`src/rtl/decode_pipe_ctrl_if.sv`:
```
// Decode-stage handshake bundle.
// Carries the fetch-side request (in_valid/in_ready/instr/pc_in), the registered
// ID/EX control bundle with its valid/ready handshake, and the load-use bubble
// counter.
//   master : environment side (fetch drives instr, execute drives out_ready)
//   slave  : decode stage (drives in_ready and the whole ID/EX bundle)
// PC_WIDTH and CNT_WIDTH must match the parameters of the attached decode_pipe_ctrl.
interface decode_pipe_ctrl_if #(
  parameter int unsigned PC_WIDTH  = 32,
  parameter int unsigned CNT_WIDTH = 16
);
  // fetch -> decode
  logic                 in_valid;
  logic                 in_ready;
  logic [31:0]          instr;
  logic [PC_WIDTH-1:0]  pc_in;
  // decode -> execute (ID/EX register)
  logic                 out_valid;
  logic                 out_ready;
  logic [PC_WIDTH-1:0]  pc_out;
  logic [4:0]           rs1;
  logic [4:0]           rs2;
  logic [4:0]           rd;
  logic [2:0]           funct3_out;
  logic [3:0]           ALUctrl;
  logic                 ALUSrc;
  logic [1:0]           ALUSrcA;
  logic [2:0]           ImmSrc;
  logic                 RegWrite;
  logic                 MemWrite;
  logic                 MemRead;
  logic                 Branch;
  logic                 Jump;
  logic                 PcOp;
  logic [1:0]           ResultSrc;
  logic                 illegal;
  logic [CNT_WIDTH-1:0] bubble_cnt;

  modport master (
    output in_valid, instr, pc_in, out_ready,
    input  in_ready, out_valid, pc_out, rs1, rs2, rd, funct3_out, ALUctrl,
           ALUSrc, ALUSrcA, ImmSrc, RegWrite, MemWrite, MemRead, Branch,
           Jump, PcOp, ResultSrc, illegal, bubble_cnt
  );

  modport slave (
    input  in_valid, instr, pc_in, out_ready,
    output in_ready, out_valid, pc_out, rs1, rs2, rd, funct3_out, ALUctrl,
           ALUSrc, ALUSrcA, ImmSrc, RegWrite, MemWrite, MemRead, Branch,
           Jump, PcOp, ResultSrc, illegal, bubble_cnt
  );
endinterface

```
`src/rtl/decode_pipe_ctrl.sv`:
```
// Pipelined RV32I decode/control stage.
// Decodes the incoming instruction combinationally and registers the control
// bundle into the ID/EX register under a valid/ready handshake. A load in ID/EX
// whose rd is read by the incoming instruction holds off fetch for one cycle
// and lets a bubble through (counted in bubble_cnt, saturating). flush kills
// both the ID/EX content and the incoming instruction.
// Ports:
//   clk   : clock, all state on rising edge
//   rst   : synchronous active-high reset (wins over flush)
//   flush : discard ID/EX and incoming instruction
//   bus   : decode_pipe_ctrl_if.slave -- fetch request, ID/EX bundle, bubble_cnt
// ALUctrl encoding: ADD 0, SUB 1, SLL 2, SLT 3, SLTU 4, XOR 5, SRL 6, SRA 7,
//                   OR 8, AND 9.
module decode_pipe_ctrl #(
  parameter int unsigned PC_WIDTH       = 32,
  parameter bit          LOAD_USE_STALL = 1'b1,
  parameter int unsigned CNT_WIDTH      = 16
) (
  input  logic           clk,
  input  logic           rst,
  input  logic           flush,
  decode_pipe_ctrl_if.slave bus
);

  localparam logic [6:0] OP_R      = 7'b0110011;
  localparam logic [6:0] OP_I_ALU  = 7'b0010011;
  localparam logic [6:0] OP_LOAD   = 7'b0000011;
  localparam logic [6:0] OP_STORE  = 7'b0100011;
  localparam logic [6:0] OP_BRANCH = 7'b1100011;
  localparam logic [6:0] OP_JAL    = 7'b1101111;
  localparam logic [6:0] OP_JALR   = 7'b1100111;
  localparam logic [6:0] OP_LUI    = 7'b0110111;
  localparam logic [6:0] OP_AUIPC  = 7'b0010111;

  localparam logic [3:0] ALU_ADD  = 4'd0;
  localparam logic [3:0] ALU_SUB  = 4'd1;
  localparam logic [3:0] ALU_SLL  = 4'd2;
  localparam logic [3:0] ALU_SLT  = 4'd3;
  localparam logic [3:0] ALU_SLTU = 4'd4;
  localparam logic [3:0] ALU_XOR  = 4'd5;
  localparam logic [3:0] ALU_SRL  = 4'd6;
  localparam logic [3:0] ALU_SRA  = 4'd7;
  localparam logic [3:0] ALU_OR   = 4'd8;
  localparam logic [3:0] ALU_AND  = 4'd9;

  localparam logic [1:0] SRCA_RS1  = 2'd0;
  localparam logic [1:0] SRCA_PC   = 2'd1;
  localparam logic [1:0] SRCA_ZERO = 2'd2;

  localparam logic [2:0] IMM_I = 3'd0;
  localparam logic [2:0] IMM_S = 3'd1;
  localparam logic [2:0] IMM_B = 3'd2;
  localparam logic [2:0] IMM_U = 3'd3;
  localparam logic [2:0] IMM_J = 3'd4;

  localparam logic [1:0] RES_ALU = 2'd0;
  localparam logic [1:0] RES_MEM = 2'd1;
  localparam logic [1:0] RES_PC4 = 2'd2;

  typedef struct packed {
    logic [4:0] rs1;
    logic [4:0] rs2;
    logic [4:0] rd;
    logic [2:0] funct3;
    logic [3:0] alu_ctrl;
    logic       alu_src;
    logic [1:0] alu_src_a;
    logic [2:0] imm_src;
    logic       reg_write;
    logic       mem_write;
    logic       mem_read;
    logic       branch;
    logic       jump;
    logic       pc_op;
    logic [1:0] result_src;
    logic       illegal;
  } ctrl_t;

  // Register/immediate ALU op from funct3; alt selects SUB (R only) or SRA.
  function automatic logic [3:0] alu_op(input logic [2:0] f3, input logic alt,
                                        input logic allow_sub);
    logic [3:0] op;
    op = ALU_ADD;
    case (f3)
      3'b000:  op = (alt && allow_sub) ? ALU_SUB : ALU_ADD;
      3'b001:  op = ALU_SLL;
      3'b010:  op = ALU_SLT;
      3'b011:  op = ALU_SLTU;
      3'b100:  op = ALU_XOR;
      3'b101:  op = alt ? ALU_SRA : ALU_SRL;
      3'b110:  op = ALU_OR;
      default: op = ALU_AND;
    endcase
    return op;
  endfunction

  // Branch comparison op: EQ/NE subtract, signed LT/GE use SLT, unsigned SLTU.
  function automatic logic [3:0] branch_op(input logic [2:0] f3);
    logic [3:0] op;
    case (f3[2:1])
      2'b10:   op = ALU_SLT;
      2'b11:   op = ALU_SLTU;
      default: op = ALU_SUB;
    endcase
    return op;
  endfunction

  ctrl_t                dec;
  ctrl_t                idex_q;
  logic [PC_WIDTH-1:0]  pc_q;
  logic                 valid_q;
  logic [CNT_WIDTH-1:0] bubble_q;

  logic [6:0] opcode;
  logic       uses_rs1;
  logic       uses_rs2;
  logic       hazard;
  logic       in_ready_c;
  logic       bubble;
  logic       unused_instr_bits;

  assign opcode            = bus.instr[6:0];
  assign unused_instr_bits = ^{bus.instr[31], bus.instr[29:25]};

  always_comb begin
    dec        = '0;
    dec.rs1    = bus.instr[19:15];
    dec.rs2    = bus.instr[24:20];
    dec.rd     = bus.instr[11:7];
    dec.funct3 = bus.instr[14:12];
    case (opcode)
      OP_R: begin
        dec.alu_ctrl  = alu_op(bus.instr[14:12], bus.instr[30], 1'b1);
        dec.reg_write = 1'b1;
      end
      OP_I_ALU: begin
        // funct7[5] of an ADDI is immediate data, so it must never select SUB.
        dec.alu_ctrl  = alu_op(bus.instr[14:12], bus.instr[30], 1'b0);
        dec.alu_src   = 1'b1;
        dec.imm_src   = IMM_I;
        dec.reg_write = 1'b1;
      end
      OP_LOAD: begin
        dec.alu_ctrl   = ALU_ADD;
        dec.alu_src    = 1'b1;
        dec.imm_src    = IMM_I;
        dec.reg_write  = 1'b1;
        dec.mem_read   = 1'b1;
        dec.result_src = RES_MEM;
      end
      OP_STORE: begin
        dec.alu_ctrl  = ALU_ADD;
        dec.alu_src   = 1'b1;
        dec.imm_src   = IMM_S;
        dec.mem_write = 1'b1;
      end
      OP_BRANCH: begin
        dec.alu_ctrl = branch_op(bus.instr[14:12]);
        dec.imm_src  = IMM_B;
        dec.branch   = 1'b1;
      end
      OP_JAL: begin
        dec.alu_ctrl   = ALU_ADD;
        dec.alu_src    = 1'b1;
        dec.alu_src_a  = SRCA_PC;
        dec.imm_src    = IMM_J;
        dec.reg_write  = 1'b1;
        dec.jump       = 1'b1;
        dec.result_src = RES_PC4;
      end
      OP_JALR: begin
        dec.alu_ctrl   = ALU_ADD;
        dec.alu_src    = 1'b1;
        dec.alu_src_a  = SRCA_RS1;
        dec.imm_src    = IMM_I;
        dec.reg_write  = 1'b1;
        dec.jump       = 1'b1;
        dec.pc_op      = 1'b1;
        dec.result_src = RES_PC4;
      end
      OP_LUI: begin
        dec.alu_ctrl  = ALU_ADD;
        dec.alu_src   = 1'b1;
        dec.alu_src_a = SRCA_ZERO;
        dec.imm_src   = IMM_U;
        dec.reg_write = 1'b1;
      end
      OP_AUIPC: begin
        dec.alu_ctrl  = ALU_ADD;
        dec.alu_src   = 1'b1;
        dec.alu_src_a = SRCA_PC;
        dec.imm_src   = IMM_U;
        dec.reg_write = 1'b1;
      end
      default: begin
        dec.illegal = 1'b1;
      end
    endcase
  end

  // Which source fields the incoming instruction really reads; U/J formats
  // carry immediate bits there and must not raise a false interlock.
  always_comb begin
    uses_rs1 = 1'b0;
    uses_rs2 = 1'b0;
    case (opcode)
      OP_R, OP_STORE, OP_BRANCH: begin
        uses_rs1 = 1'b1;
        uses_rs2 = 1'b1;
      end
      OP_I_ALU, OP_LOAD, OP_JALR: uses_rs1 = 1'b1;
      default: begin
        uses_rs1 = 1'b0;
        uses_rs2 = 1'b0;
      end
    endcase
  end

  always_comb begin
    hazard = 1'b0;
    if (LOAD_USE_STALL && valid_q && idex_q.mem_read && (idex_q.rd != 5'd0)) begin
      hazard = (uses_rs1 && (idex_q.rd == bus.instr[19:15])) ||
               (uses_rs2 && (idex_q.rd == bus.instr[24:20]));
    end
  end

  // flush always accepts so fetch is never blocked while redirecting.
  assign in_ready_c = flush || ((!valid_q || bus.out_ready) && !hazard);
  // Only a real pending instruction being held off counts as a bubble.
  assign bubble     = hazard && bus.in_valid && bus.out_ready;

  always_ff @(posedge clk) begin
    if (rst) begin
      idex_q   <= '0;
      pc_q     <= '0;
      valid_q  <= 1'b0;
      bubble_q <= '0;
    end else if (flush) begin
      valid_q <= 1'b0;
    end else if (bus.in_valid && in_ready_c) begin
      idex_q  <= dec;
      pc_q    <= bus.pc_in;
      valid_q <= 1'b1;
    end else if (bus.out_ready) begin
      valid_q <= 1'b0;
      if (bubble && (bubble_q != '1)) begin
        bubble_q <= bubble_q + CNT_WIDTH'(1);
      end
    end
  end

  assign bus.in_ready   = in_ready_c;
  assign bus.out_valid  = valid_q;
  assign bus.pc_out     = pc_q;
  assign bus.rs1        = idex_q.rs1;
  assign bus.rs2        = idex_q.rs2;
  assign bus.rd         = idex_q.rd;
  assign bus.funct3_out = idex_q.funct3;
  assign bus.ALUctrl    = idex_q.alu_ctrl;
  assign bus.ALUSrc     = idex_q.alu_src;
  assign bus.ALUSrcA    = idex_q.alu_src_a;
  assign bus.ImmSrc     = idex_q.imm_src;
  assign bus.RegWrite   = idex_q.reg_write;
  assign bus.MemWrite   = idex_q.mem_write;
  assign bus.MemRead    = idex_q.mem_read;
  assign bus.Branch     = idex_q.branch;
  assign bus.Jump       = idex_q.jump;
  assign bus.PcOp       = idex_q.pc_op;
  assign bus.ResultSrc  = idex_q.result_src;
  assign bus.illegal    = idex_q.illegal;
  assign bus.bubble_cnt = bubble_q;

endmodule

```
`src/flat_wrapper.sv`:
```
// flat-port wrapper written by rule: the top's interface ports become plain ports
module decode_pipe_ctrl_flat 
#(
  parameter int unsigned PC_WIDTH       = 32,
  parameter bit          LOAD_USE_STALL = 1'b1,
  parameter int unsigned CNT_WIDTH      = 16
)
  (clk, rst, flush, bus_in_valid, bus_instr, bus_pc_in, bus_out_ready, bus_in_ready, bus_out_valid, bus_pc_out, bus_rs1, bus_rs2, bus_rd, bus_funct3_out, bus_ALUctrl, bus_ALUSrc, bus_ALUSrcA, bus_ImmSrc, bus_RegWrite, bus_MemWrite, bus_MemRead, bus_Branch, bus_Jump, bus_PcOp, bus_ResultSrc, bus_illegal, bus_bubble_cnt);
  decode_pipe_ctrl_if #(.PC_WIDTH(PC_WIDTH), .CNT_WIDTH(CNT_WIDTH)) bus_i ();
  input  logic clk;
  input  logic rst;
  input  logic flush;
  input wire logic [$bits(bus_i.in_valid)-1:0] bus_in_valid;
  input wire logic [$bits(bus_i.instr)-1:0] bus_instr;
  input wire logic [$bits(bus_i.pc_in)-1:0] bus_pc_in;
  input wire logic [$bits(bus_i.out_ready)-1:0] bus_out_ready;
  output wire logic [$bits(bus_i.in_ready)-1:0] bus_in_ready;
  output wire logic [$bits(bus_i.out_valid)-1:0] bus_out_valid;
  output wire logic [$bits(bus_i.pc_out)-1:0] bus_pc_out;
  output wire logic [$bits(bus_i.rs1)-1:0] bus_rs1;
  output wire logic [$bits(bus_i.rs2)-1:0] bus_rs2;
  output wire logic [$bits(bus_i.rd)-1:0] bus_rd;
  output wire logic [$bits(bus_i.funct3_out)-1:0] bus_funct3_out;
  output wire logic [$bits(bus_i.ALUctrl)-1:0] bus_ALUctrl;
  output wire logic [$bits(bus_i.ALUSrc)-1:0] bus_ALUSrc;
  output wire logic [$bits(bus_i.ALUSrcA)-1:0] bus_ALUSrcA;
  output wire logic [$bits(bus_i.ImmSrc)-1:0] bus_ImmSrc;
  output wire logic [$bits(bus_i.RegWrite)-1:0] bus_RegWrite;
  output wire logic [$bits(bus_i.MemWrite)-1:0] bus_MemWrite;
  output wire logic [$bits(bus_i.MemRead)-1:0] bus_MemRead;
  output wire logic [$bits(bus_i.Branch)-1:0] bus_Branch;
  output wire logic [$bits(bus_i.Jump)-1:0] bus_Jump;
  output wire logic [$bits(bus_i.PcOp)-1:0] bus_PcOp;
  output wire logic [$bits(bus_i.ResultSrc)-1:0] bus_ResultSrc;
  output wire logic [$bits(bus_i.illegal)-1:0] bus_illegal;
  output wire logic [$bits(bus_i.bubble_cnt)-1:0] bus_bubble_cnt;
  assign bus_i.in_valid = bus_in_valid;
  assign bus_i.instr = bus_instr;
  assign bus_i.pc_in = bus_pc_in;
  assign bus_i.out_ready = bus_out_ready;
  assign bus_in_ready = bus_i.in_ready;
  assign bus_out_valid = bus_i.out_valid;
  assign bus_pc_out = bus_i.pc_out;
  assign bus_rs1 = bus_i.rs1;
  assign bus_rs2 = bus_i.rs2;
  assign bus_rd = bus_i.rd;
  assign bus_funct3_out = bus_i.funct3_out;
  assign bus_ALUctrl = bus_i.ALUctrl;
  assign bus_ALUSrc = bus_i.ALUSrc;
  assign bus_ALUSrcA = bus_i.ALUSrcA;
  assign bus_ImmSrc = bus_i.ImmSrc;
  assign bus_RegWrite = bus_i.RegWrite;
  assign bus_MemWrite = bus_i.MemWrite;
  assign bus_MemRead = bus_i.MemRead;
  assign bus_Branch = bus_i.Branch;
  assign bus_Jump = bus_i.Jump;
  assign bus_PcOp = bus_i.PcOp;
  assign bus_ResultSrc = bus_i.ResultSrc;
  assign bus_illegal = bus_i.illegal;
  assign bus_bubble_cnt = bus_i.bubble_cnt;
  decode_pipe_ctrl #(.PC_WIDTH(PC_WIDTH), .LOAD_USE_STALL(LOAD_USE_STALL), .CNT_WIDTH(CNT_WIDTH)) u_core (.clk(clk), .rst(rst), .flush(flush), .bus(bus_i));
endmodule
```
`config.mk`:
```
export PLATFORM = sky130hd
export DESIGN_NAME = decode_pipe_ctrl_flat
export DESIGN_NICKNAME = d
export VERILOG_FILES = /design/src/rtl/decode_pipe_ctrl_if.sv /design/src/rtl/decode_pipe_ctrl.sv /design/src/flat_wrapper.sv
export SDC_FILE = /design/constraint.sdc
export NUM_CORES = 1
export LEC_CHECK = 0
export ABC_AREA = 1
export ABC_CLOCK_PERIOD_IN_PS = 1970
export CAP_MARGIN = 0
export CORE_MARGIN = 8
export CORE_UTILIZATION = 44
export DETAILED_ROUTE_END_ITERATION = 8
export PLACE_DENSITY_LB_ADDON = 0.05
export SYNTH_ARGS = -nofsm -noshare
export SYNTH_HDL_FRONTEND = slang
export SYNTH_SLANG_ARGS = --single-unit
```
`constraint.sdc`:
```
create_clock -name clk -period 1.97 [get_ports clk]
set_input_delay 0.2955 -clock clk [delete_from_list [all_inputs] [get_ports clk]]
set_output_delay 0.2955 -clock clk [all_outputs]
set_load 0.01 [all_outputs]
```
==> impl_metrics.py, run 1 <==
metrics = {
    "run_status": {
        "status": "finished, final reports clean",
    },
    "timing": {
        "finalSetupViolations": 0,
        "finalSetupTns_ps": 0,
        "skew_ps": 13.1,
        "fin_worst_hold_slack_ps": 424,
        "maxSlewHeadroom_pct": 73.6,
        "fin_crit_sh_pct": 97.7,
        "maxSlewViolCount": 0,
        "rsz0062_at_grt": "yes",
        "layout_setup_ws_ps": 45.5,
        "timing_hold_violations_final": 0,
        "min_period_ps": 1920,
        "clock.fmax_mhz": 520,
        "worst_pin_slew_ps": 396,
    },
    "setup_path": {
        "r2r_end": "u_core.bus.illegal",
        "crit_type": "in2out",
        "crit_arrival_ps": 1630,
        "crit_path_max_fanout": 3,
        "ff2ff_path_depth": 15,
        "cp.required_ps": 1670,
        "rr_startpoint": "u_core.bus.rd[1]",
        "end_kind": "output port",
        "reg2reg_slack_ps": 120,
        "timing.critical_path.from_type": "input port",
    },
    "floorplan": {
        "die_y_um": 111,
        "start_util_pct": 45.5,
        "coreArea_um2": 8760,
        "ioPinCount": 156,
        "die_x_um": 111,
        "fp.dieArea_um2": 12400,
        "rows": 34,
    },
    "logic_synthesis": {
        "synth_warnings": 0,
        "synth_cell_types": 34,
        "synth_area_leader_cell": "dfxtp_1",
        "syn_nets": 624,
        "synth_top_area_share_pct": 43.2,
        "async_flop_share_pct": 0,
        "synthCells": 554,
        "synth-seq-area-share_pct": 43.2,
        "synthFlopType": "dfxtp_1",
        "synth-seq-cells": 86,
        "synth_edf_count": 0,
        "avgSynthCellArea_um2": 7.20,
        "synth.area.top_cells": "dfxtp_1 43%, inv_1 9.9%, nand2_1 8.5%",
        "synth_area_um2": 3990,
    },
    "drt": {
        "drt-total-wl_um": 12600,
        "wl_met2_um": 6050,
        "dr.pass1.iters": 4,
        "final_antenna_net_count": 0,
        "drt_iter0_drc": 210,
        "routed-via-count": 4256,
        "wl_per_cell_um": 14.7,
        "avgViaCountPerCell": 4.94,
        "routed-wl-met3_um": 695,
        "drc_errors": 0,
        "top_layer": "met4",
        "wl_met1_um": 5680,
    },
    "cells_and_area": {
        "n_fill_cell": 710,
        "n_antenna_cell": 0,
        "design_area_um2": 6340,
        "instances_no_fill": 862,
        "fin_util_pct": 72.4,
        "final_layout_size_suffix_gt1_share_pct": 19.2,
        "area_growth_pct": 59.1,
        "finalNetCount": 819,
    },
    "cts": {
        "cts_tree": "built",
        "htree_levels": 3,
        "clockBufferDepth": 2,
        "clk_pin_slew_ps": 90,
        "insertion_delay_ps": 360,
        "ctsHoldBuffers": 0,
        "cts_buffers": 9,
        "root_buffer": "clkbuf_8",
        "cts.sinks": 86,
    },
    "grt": {
        "track_usage_pct": 18.5,
        "grt_first_pass_wirelength_um": 19300,
        "grt_pass1_vias": 3999,
        "antenna_found_initial": 0,
        "overflow": 0,
        "grt_max_degree": 42,
    },
    "power": {
        "powerDensity_nw_per_um2": 624,
        "total_power_mw": 3.96,
        "ir_drop_mv": 0.413,
        "power.leakage_nw": 2.67,
    },
    "hold_path": {
        "hold_class": "in2reg",
        "hold_path_depth": 3,
        "worst_hold_startpoint": "bus_instr[17]",
        "hold_end": "u_core.bus.rs1[2]",
    },
    "placement": {
        "numPortBuffers": 149,
        "detailed_place_hpwl_um": 9080,
        "place_area_um2": 5860,
        "gp_congestion": 0.860,
        "place_worst_setup_slack_ps": -466,
        "place_inst": 831,
    },
    "flow_run": {
        "cap_violations": 0,
    },
}
-- area by class of cell --
type | instances | area [um2] | area share [%]
Timing Repair Buffer | 206 | 2070 | 32.6
Multi-Input combinational cell | 339 | 1800 | 28.3
Sequential cell | 86 | 1730 | 27.3
Inverter | 107 | 404 | 6.37
Clock buffer | 10 | 138 | 2.17
Tap cell | 108 | 135 | 2.13
Clock inverter | 6 | 67.6 | 1.07
-- cell usage after synthesis, types with 3 or more instances --
master,n
a21oi_1,55
nand3_1,16
a21oi_2,23
nand4_1,11
o21ai_0,44
nand2_1,90
buf_6,5
nand2_2,4
dfxtp_1,86
nor2_1,46
clkbuf_1,9
buf_2,6
nor3_1,5
a211oi_2,3
o21ai_1,22
inv_1,105
-- how the worst max path moves through the flow --
stage | from | end | slack (ps) | cells after the start
after floorplan | bus_instr[1] | u_core.bus.ImmSrc[2] | 350 | 14
after global routing | u_core.bus.rd[1] | bus_in_ready | -80 | 12
after detailed placement | bus_instr[5] | bus_in_ready | -470 | 11
final | bus_instr[19] | bus_in_ready | 50 | 11
after CTS | bus_instr[1] | bus_in_ready | -10 | 12
after global placement | bus_instr[1] | bus_in_ready | -400 | 11
-- power by group --
group          switching, mW  internal (mW)
Combinational          0.352          0.425
Sequential            0.0498           1.83
Clock                  0.679          0.628
Total                   1.08           2.88
-- worst max-delay path, cell delays in order --
cell and delay (ps):
clkdlybuf4s50_1 520, inv_1 50, nand2_1 50, nand4_1 110, nor2_2 150, nand2_2 80
nand2_2 100, nand2_4 50, nand2_2 50, nand2_2 60, buf_6 120
-- layout by cell type (no fill, tap or decap), types with 4 or more instances in the layout --
cell type        instances
a21oi_1                 52
a21oi_2                 26
buf_12                   5
buf_4                   46
clkbuf_8                10
clkdlybuf4s50_1        139
dfxtp_1                 80
dfxtp_2                  4
dlymetal6s2s_1           7
inv_1                  101
inv_2                    5
nand2_1                 83
nand2_2                 11
nand3_1                 16
nand4_1                 11
nor2_1                  36
nor2_2                  11
nor3_1                   4
o21ai_0                 40
o21ai_1                 26
-- state kept, by name, summed over array words and instances (netlist names), 2 cells and up --
name	flops
u_core.bus.pc_out	32
u_core.bus.ResultSrc	2
u_core.bus.ALUctrl	4
u_core.bus.ImmSrc	3
u_core.bus.rd	5
u_core.bus.funct3_out	3
u_core.bus.rs2	5
u_core.bus.bubble_cnt	16
u_core.bus.rs1	5
u_core.bus.ALUSrcA	2
-- kinds of logic after synthesis --
logic type               Yosys count  share of synthesized area (%)
AO/OA/AOI/OAI                    156                           22.8
XOR/XNOR                           1                          0.220
adder cells (fa/ha/maj)            1                          0.314
buffers and inverters            130                           13.6
flip-flops                        86                           43.2
AND/OR/NAND/NOR                  180                           19.9
-- per-layer routing --
metal | vias up | global-route usage (%)
li1 | 2158 | -
met1 | 1953 | 22.0
met2 | 125 | 31.6
met3 | 20 | 4.82
met4 | 0 | 5.96
met5 | - | 0
-- what timing repair did --
| action | in CTS | in global routing |
|---|---|---|
| hold endpoints to repair | 0 | 0 |
| cloned | 0 | 4 |
| pin swaps | 2 | 14 |
| setup endpoints to repair | 27 | 73 |
| gates resized for setup | 15 | 41 |
| setup buffers | 5 | 6 |
Note: power is estimated with default switching activity, not from simulation.
==> run 2: changes to the inputs <==
--- a/config.mk
+++ b/config.mk
@@ -5,12 +5,12 @@
 export SDC_FILE = /design/constraint.sdc
 export NUM_CORES = 1
 export LEC_CHECK = 0
-export ABC_AREA = 1
-export ABC_CLOCK_PERIOD_IN_PS = 1970
+export ABC_CLOCK_PERIOD_IN_PS = 2400
 export CAP_MARGIN = 0
 export CORE_MARGIN = 8
-export CORE_UTILIZATION = 44
+export CORE_UTILIZATION = 47
 export DETAILED_ROUTE_END_ITERATION = 8
+export GPL_ROUTABILITY_DRIVEN = 1
 export PLACE_DENSITY_LB_ADDON = 0.05
 export SYNTH_ARGS = -nofsm -noshare
 export SYNTH_HDL_FRONTEND = slang
==> constraint.sdc (replaced) <==
create_clock -name clk -period 2.4 [get_ports clk]
set_input_delay 0.36 -clock clk [delete_from_list [all_inputs] [get_ports clk]]
set_output_delay 0.36 -clock clk [all_outputs]
set_load 0.01 [all_outputs]
==> impl_metrics.py, run 2 <==
metrics = {
    "timing": {
        "layout_setup_ws_ps": 15.2,
        "clock.fmax_mhz": 419,
        "fin_crit_sh_pct": 99.4,
        "maxSlewHeadroom_pct": 73.1,
        "min_period_ps": 2380,
        "rsz0062_at_grt": "yes",
        "worst_pin_slew_ps": 403,
        "skew_ps": 15.1,
        "finalSetupViolations": 0,
        "fin_worst_hold_slack_ps": 303,
        "maxSlewViolCount": 0,
        "timing_hold_violations_final": 0,
    },
    "placement": {
        "place_area_um2": 5640,
        "place_worst_setup_slack_ps": -506,
        "detailed_place_hpwl_um": 9180,
        "numPortBuffers": 149,
        "gp_congestion": 0.881,
        "place_inst": 735,
    },
    "setup_path": {
        "crit_path_max_fanout": 4,
        "reg2reg_slack_ps": 60,
        "crit_type": "reg2out",
        "cp.required_ps": 2040,
        "timing.critical_path.from_type": "register",
        "worstSetupEndpoint": "bus_in_ready",
        "crit_path_start": "u_core.bus.rd[1]",
        "rr_startpoint": "u_core.bus.rd[1]",
        "crit_arrival_ps": 2020,
        "r2r_end": "u_core.bus.ResultSrc[0]",
        "end_kind": "output port",
        "ff2ff_path_depth": 8,
    },
    "logic_synthesis": {
        "synth.most_common_cell": "dfxtp_1",
        "synth.area.top_cells": "dfxtp_1 44%, o21ai_0 10%, a21oi_1 8.9%",
        "synth-seq-area-share_pct": 43.9,
        "async_flop_share_pct": 0,
        "synthCells": 489,
        "syn_nets": 559,
        "synth_common_cells": "86 x dfxtp_1, 79 x o21ai_0, 70 x a21oi_1",
        "synth_area_um2": 3920,
        "synth_cell_types": 44,
        "synthFlopType": "dfxtp_1",
        "synth_area_leader_cell": "dfxtp_1",
        "synth_top_area_share_pct": 43.9,
        "avgSynthCellArea_um2": 8.02,
        "synth-seq-cells": 86,
        "synth_edf_count": 0,
        "synth_warnings": 0,
    },
    "cts": {
        "cts_buffers": 9,
        "insertion_delay_ps": 360,
        "clk_pin_slew_ps": 90,
        "clockBufferDepth": 2,
        "cts.sinks": 86,
        "htree_levels": 3,
        "root_buffer": "clkbuf_8",
        "cts_tree": "built",
    },
    "grt": {
        "track_usage_pct": 21.9,
        "grt_max_degree": 65,
        "grt_pass1_vias": 4174,
        "overflow": 0,
        "grt_first_pass_wirelength_um": 20700,
        "antenna_found_initial": 2,
    },
    "power": {
        "total_power_mw": 2.90,
        "powerDensity_nw_per_um2": 490,
        "ir_drop_mv": 0.335,
        "power.leakage_nw": 2.07,
    },
    "drt": {
        "wl_per_cell_um": 17.3,
        "routed-via-count": 4291,
        "drt-total-wl_um": 13000,
        "dr.pass1.iters": 4,
        "drt_iter0_drc": 247,
        "avgViaCountPerCell": 5.69,
        "drc_errors": 0,
        "final_antenna_net_count": 0,
    },
    "floorplan": {
        "start_util_pct": 48.2,
        "die_x_um": 107,
        "fp.dieArea_um2": 11500,
        "die_y_um": 107,
        "ioPinCount": 156,
        "rows": 33,
        "coreArea_um2": 8130,
    },
    "cells_and_area": {
        "area_growth_pct": 51.1,
        "layout_common_cells": "135 x clkdlybuf4s50_1, 83 x dfxtp_1, 77 x o21ai_0, 70 x a21oi_1, 68 x nand3_1",
        "n_fill_cell": 663,
        "instances_no_fill": 754,
        "final_common_cell": "clkdlybuf4s50_1",
        "largest_reg_flops": 32,
        "final_layout_size_suffix_gt1_share_pct": 12.0,
        "finalNetCount": 713,
        "design_area_um2": 5920,
    },
    "hold_path": {
        "worst_hold_startpoint": "bus_instr[20]",
        "hold_class": "in2reg",
    },
    "run_status": {
        "status": "finished, final reports clean",
    },
    "flow_run": {
        "cap_violations": 0,
    },
}
## run 2: cell types whose count changed after synthesis, sizes merged, moves of 7 or more
cell    delta
inv      -104
nand2     -79
nand3     +49
nor2      -33
clkbuf    +24
nand2b    +16
o21ai     +13
nor2b      +9
or3        +9
xnor2      +8
a21oi      -7
or4        +7
## run 2: repair_timing
action	4_1_cts	5_1_grt
setup endpoints to repair	58	67
gates cloned	0	0
pin swaps	2	8
resized for setup	14	24
hold buffers	0	0
buffers inserted	0	2
## run 2: critical path, stage by stage, from the launching register on
cell	delay (ps)
dfxtp_4	380
inv_2	40
a22o_1	200
or4_4	540
a21o_4	230
a21o_1	150
buf_2	130
## run 2: cells by family after synthesis
kind of cell / share of synthesized area (%)
adders and majority gates: 0.319
xor gates and xnor gates: 2.01
muxes: 1.72
buffers and inverters: 4.98
and+or+nand+nor: 23.8
DFF: 43.9
AOI/OAI and AO/OA: 23.2
## run 2: metrics by stage
stage               TNS [ps]  util [%]
finish                     0      72.8
global route           -94.3      72.8
CTS                     -630      72.0
detailed placement    -28770      69.4
global placement      -27450      69.4
floorplan                  0         -
## run 2: worst min-delay path by stage
| stage | end | slack (ps) | cells past startpoint |
|---|---|---|---|
| final | u_core.bus.rs2[0] | 300 | 3 |
| after global routing | u_core.bus.rs2[0] | 310 | 3 |
| after CTS | u_core.bus.pc_out[1] | 390 | 2 |
| after detailed placement | u_core.bus.pc_out[23] | 470 | 2 |
| after global placement | u_core.bus.pc_out[24] | 460 | 2 |
| after floorplan | u_core.bus.out_valid | 440 | 1 |
## run 2: power breakdown
group          total, mW  internal, mW  leakage, nW  switching [mW]
clock              0.950         0.384       0.0804           0.566
sequential          1.50          1.47        0.701          0.0263
combinational      0.454         0.250         1.29           0.204
## run 2: cell type report
| class | instances | area, um2 | area share [%] |
|---|---|---|---|
| inverters | 3 | 11.3 | 0.190 |
| clock buffers | 10 | 128 | 2.15 |
| flip-flops and latches | 86 | 1730 | 29.2 |
| repair buffers | 187 | 1810 | 30.6 |
| clock inverters | 6 | 47.5 | 0.803 |
| well taps | 105 | 131 | 2.22 |
| diodes | 1 | 2.50 | 0.0422 |
| multi-input cells | 356 | 2060 | 34.8 |
## run 2: layer usage
layer	up-vias	GRT usage, %	part of all wire, %
li1	2077	-	-
met5	-	0	0.11
met3	21	6.29	8.7
met1	2025	27.3	42
met4	2	8.24	1.9
met2	166	34.9	47
==> run 3: changes to the inputs <==
--- a/config.mk
+++ b/config.mk
@@ -11,6 +11,7 @@
 export CORE_UTILIZATION = 47
 export DETAILED_ROUTE_END_ITERATION = 8
 export GPL_ROUTABILITY_DRIVEN = 1
+export MAX_ROUTING_LAYER = met4
 export PLACE_DENSITY_LB_ADDON = 0.05
 export SYNTH_ARGS = -nofsm -noshare
 export SYNTH_HDL_FRONTEND = slang
==> impl_metrics.py, run 3 (synthesis results as in run 2) <==
metrics = {
    "cells_and_area": {
        "instances_no_fill": 759,
        "fin_util_pct": 74.3,
        "area_growth_pct": 54.1,
        "n_fill_cell": 653,
        "finalNetCount": 718,
        "final_common_cell": "clkdlybuf4s50_1",
        "final_layout_size_suffix_gt1_share_pct": 12.1,
        "layout_common_cells": "135 x clkdlybuf4s50_1, 82 x dfxtp_1, 79 x o21ai_0, 70 x a21oi_1, 68 x nand3_1",
        "largest_reg_flops": 32,
        "seq_area_um2": 1730,
        "multi_input_area_um2": 2040,
    },
    "drt": {
        "drt-total-wl_um": 12900,
        "drc_errors": 0,
        "drt_iter0_drc": 197,
        "dr.pass1.iters": 7,
        "final_antenna_net_count": 0,
        "routed-via-count": 4340,
        "wl_per_cell_um": 17.0,
        "avgViaCountPerCell": 5.72,
    },
    "floorplan": {
        "die_y_um": 107,
        "start_util_pct": 48.2,
        "die_x_um": 107,
        "rows": 33,
        "coreArea_um2": 8130,
        "ioPinCount": 156,
        "fp.dieArea_um2": 11500,
    },
    "cts": {
        "ctsHoldBuffers": 0,
        "insertion_delay_ps": 360,
        "htree_levels": 3,
        "clockBufferDepth": 2,
        "root_buffer": "clkbuf_8",
        "cts.sinks": 86,
        "cts_tree": "built",
        "cts_buffers": 9,
        "clk_pin_slew_ps": 90,
    },
    "grt": {
        "track_usage_pct": 22.6,
        "antenna_found_initial": 1,
        "overflow": 0,
        "grt_max_degree": 48,
        "grt_pass1_vias": 4182,
        "grt_first_pass_wirelength_um": 20800,
    },
    "timing": {
        "finalSetupViolations": 0,
        "maxSlewViolCount": 0,
        "maxSlewHeadroom_pct": 74.4,
        "clock.fmax_mhz": 425,
        "fin_crit_sh_pct": 98.0,
        "rsz0062_at_grt": "yes",
        "skew_ps": 16.8,
        "timing_hold_violations_final": 0,
        "fin_worst_hold_slack_ps": 392,
        "worst_pin_slew_ps": 374,
        "min_period_ps": 2350,
        "finalSetupTns_ps": 0,
        "layout_setup_ws_ps": 46.9,
    },
    "hold_path": {
        "hold_class": "in2reg",
    },
    "setup_path": {
        "timing.critical_path.from_type": "register",
        "crit_path_max_fanout": 4,
        "end_kind": "output port",
        "crit_arrival_ps": 1990,
        "crit_type": "reg2out",
        "cp.required_ps": 2040,
    },
    "placement": {
        "place_worst_setup_slack_ps": -467,
        "gp_congestion": 0.887,
        "place_inst": 739,
        "detailed_place_hpwl_um": 9320,
        "numPortBuffers": 149,
    },
    "flow_run": {
        "cap_violations": 0,
    },
    "power": {
        "power.leakage_nw": 2.12,
        "powerDensity_nw_per_um2": 510,
        "ir_drop_mv": 0.322,
    },
    "run_status": {
        "status": "finished, final reports clean",
    },
}
-- run 3: cell types whose count changed in the layout (fill, tap and decap cells not counted), sizes merged --
cell,previous run,this run
buf,40,45
dlymetal6s2s,7,6
dlygate4sd2,5,6
bufinv,0,2
clkinv,2,0
-- run 3: routing by layer --
metal	vias to the layer above	share of wire [%]	routed length, um	track usage, %
met5	-	0	0	-
met4	0	1.1	142	6.23
met2	161	48	6210	35.8
li1	2093	-	-	-
met1	2070	43	5620	27.8
met3	16	7.4	955	5.69
-- run 3: per-stage QoR --
| stage | power (mW) | cell area [um2] |
|---|---|---|
| finish | 3.08 | 6040 |
| detailed placement | 1.98 | 5720 |
| global placement | 1.98 | 5720 |
| global route | 3.20 | 6040 |
| floorplan | 1.70 | 3920 |
| CTS | 3.09 | 5970 |
-- run 3: final timing paths --
kind	slack, ps	from	to	cells past startpoint
hold reg to reg	480	u_core.bus.pc_out[4]	u_core.bus.pc_out[4]	2
hold / removal	390	rst	u_core.bus.Branch	2
setup reg to reg	150	u_core.bus.rd[1]	u_core.bus.MemWrite	8
setup / recovery	50	u_core.bus.rd[1]	bus_in_ready	6
-- run 3: power breakdown --
group	switching, mW	internal (mW)
sequential	0.0261	1.47
combinational	0.203	0.253
clock	0.534	0.593
-- run 3: cell type report --
| class | instances | area share [%] |
|---|---|---|
| multi-input combinational | 356 | 33.8 |
| clock buffer | 10 | 2.11 |
| antenna | 1 | 0.0414 |
| clock inverter | 6 | 1.55 |
| sequential | 86 | 28.6 |
| inverter | 3 | 0.186 |
| timing repair buffer | 192 | 31.5 |
| tap | 105 | 2.17 |
-- run 3: what timing repair did --
item / 4_1_cts / 5_1_grt
gates resized for setup: 14 / 19
pin swaps: 3 / 6
setup endpoints to repair: 59 / 63
buffers inserted: 0 / 3
-- run 3: worst max-delay path, stage by stage, from the launching register on --
cell	delay, ps
dfxtp_4	380
inv_2	40
a22o_1	200
or4_4	520
a21o_4	230
a21o_1	150
buf_2	130
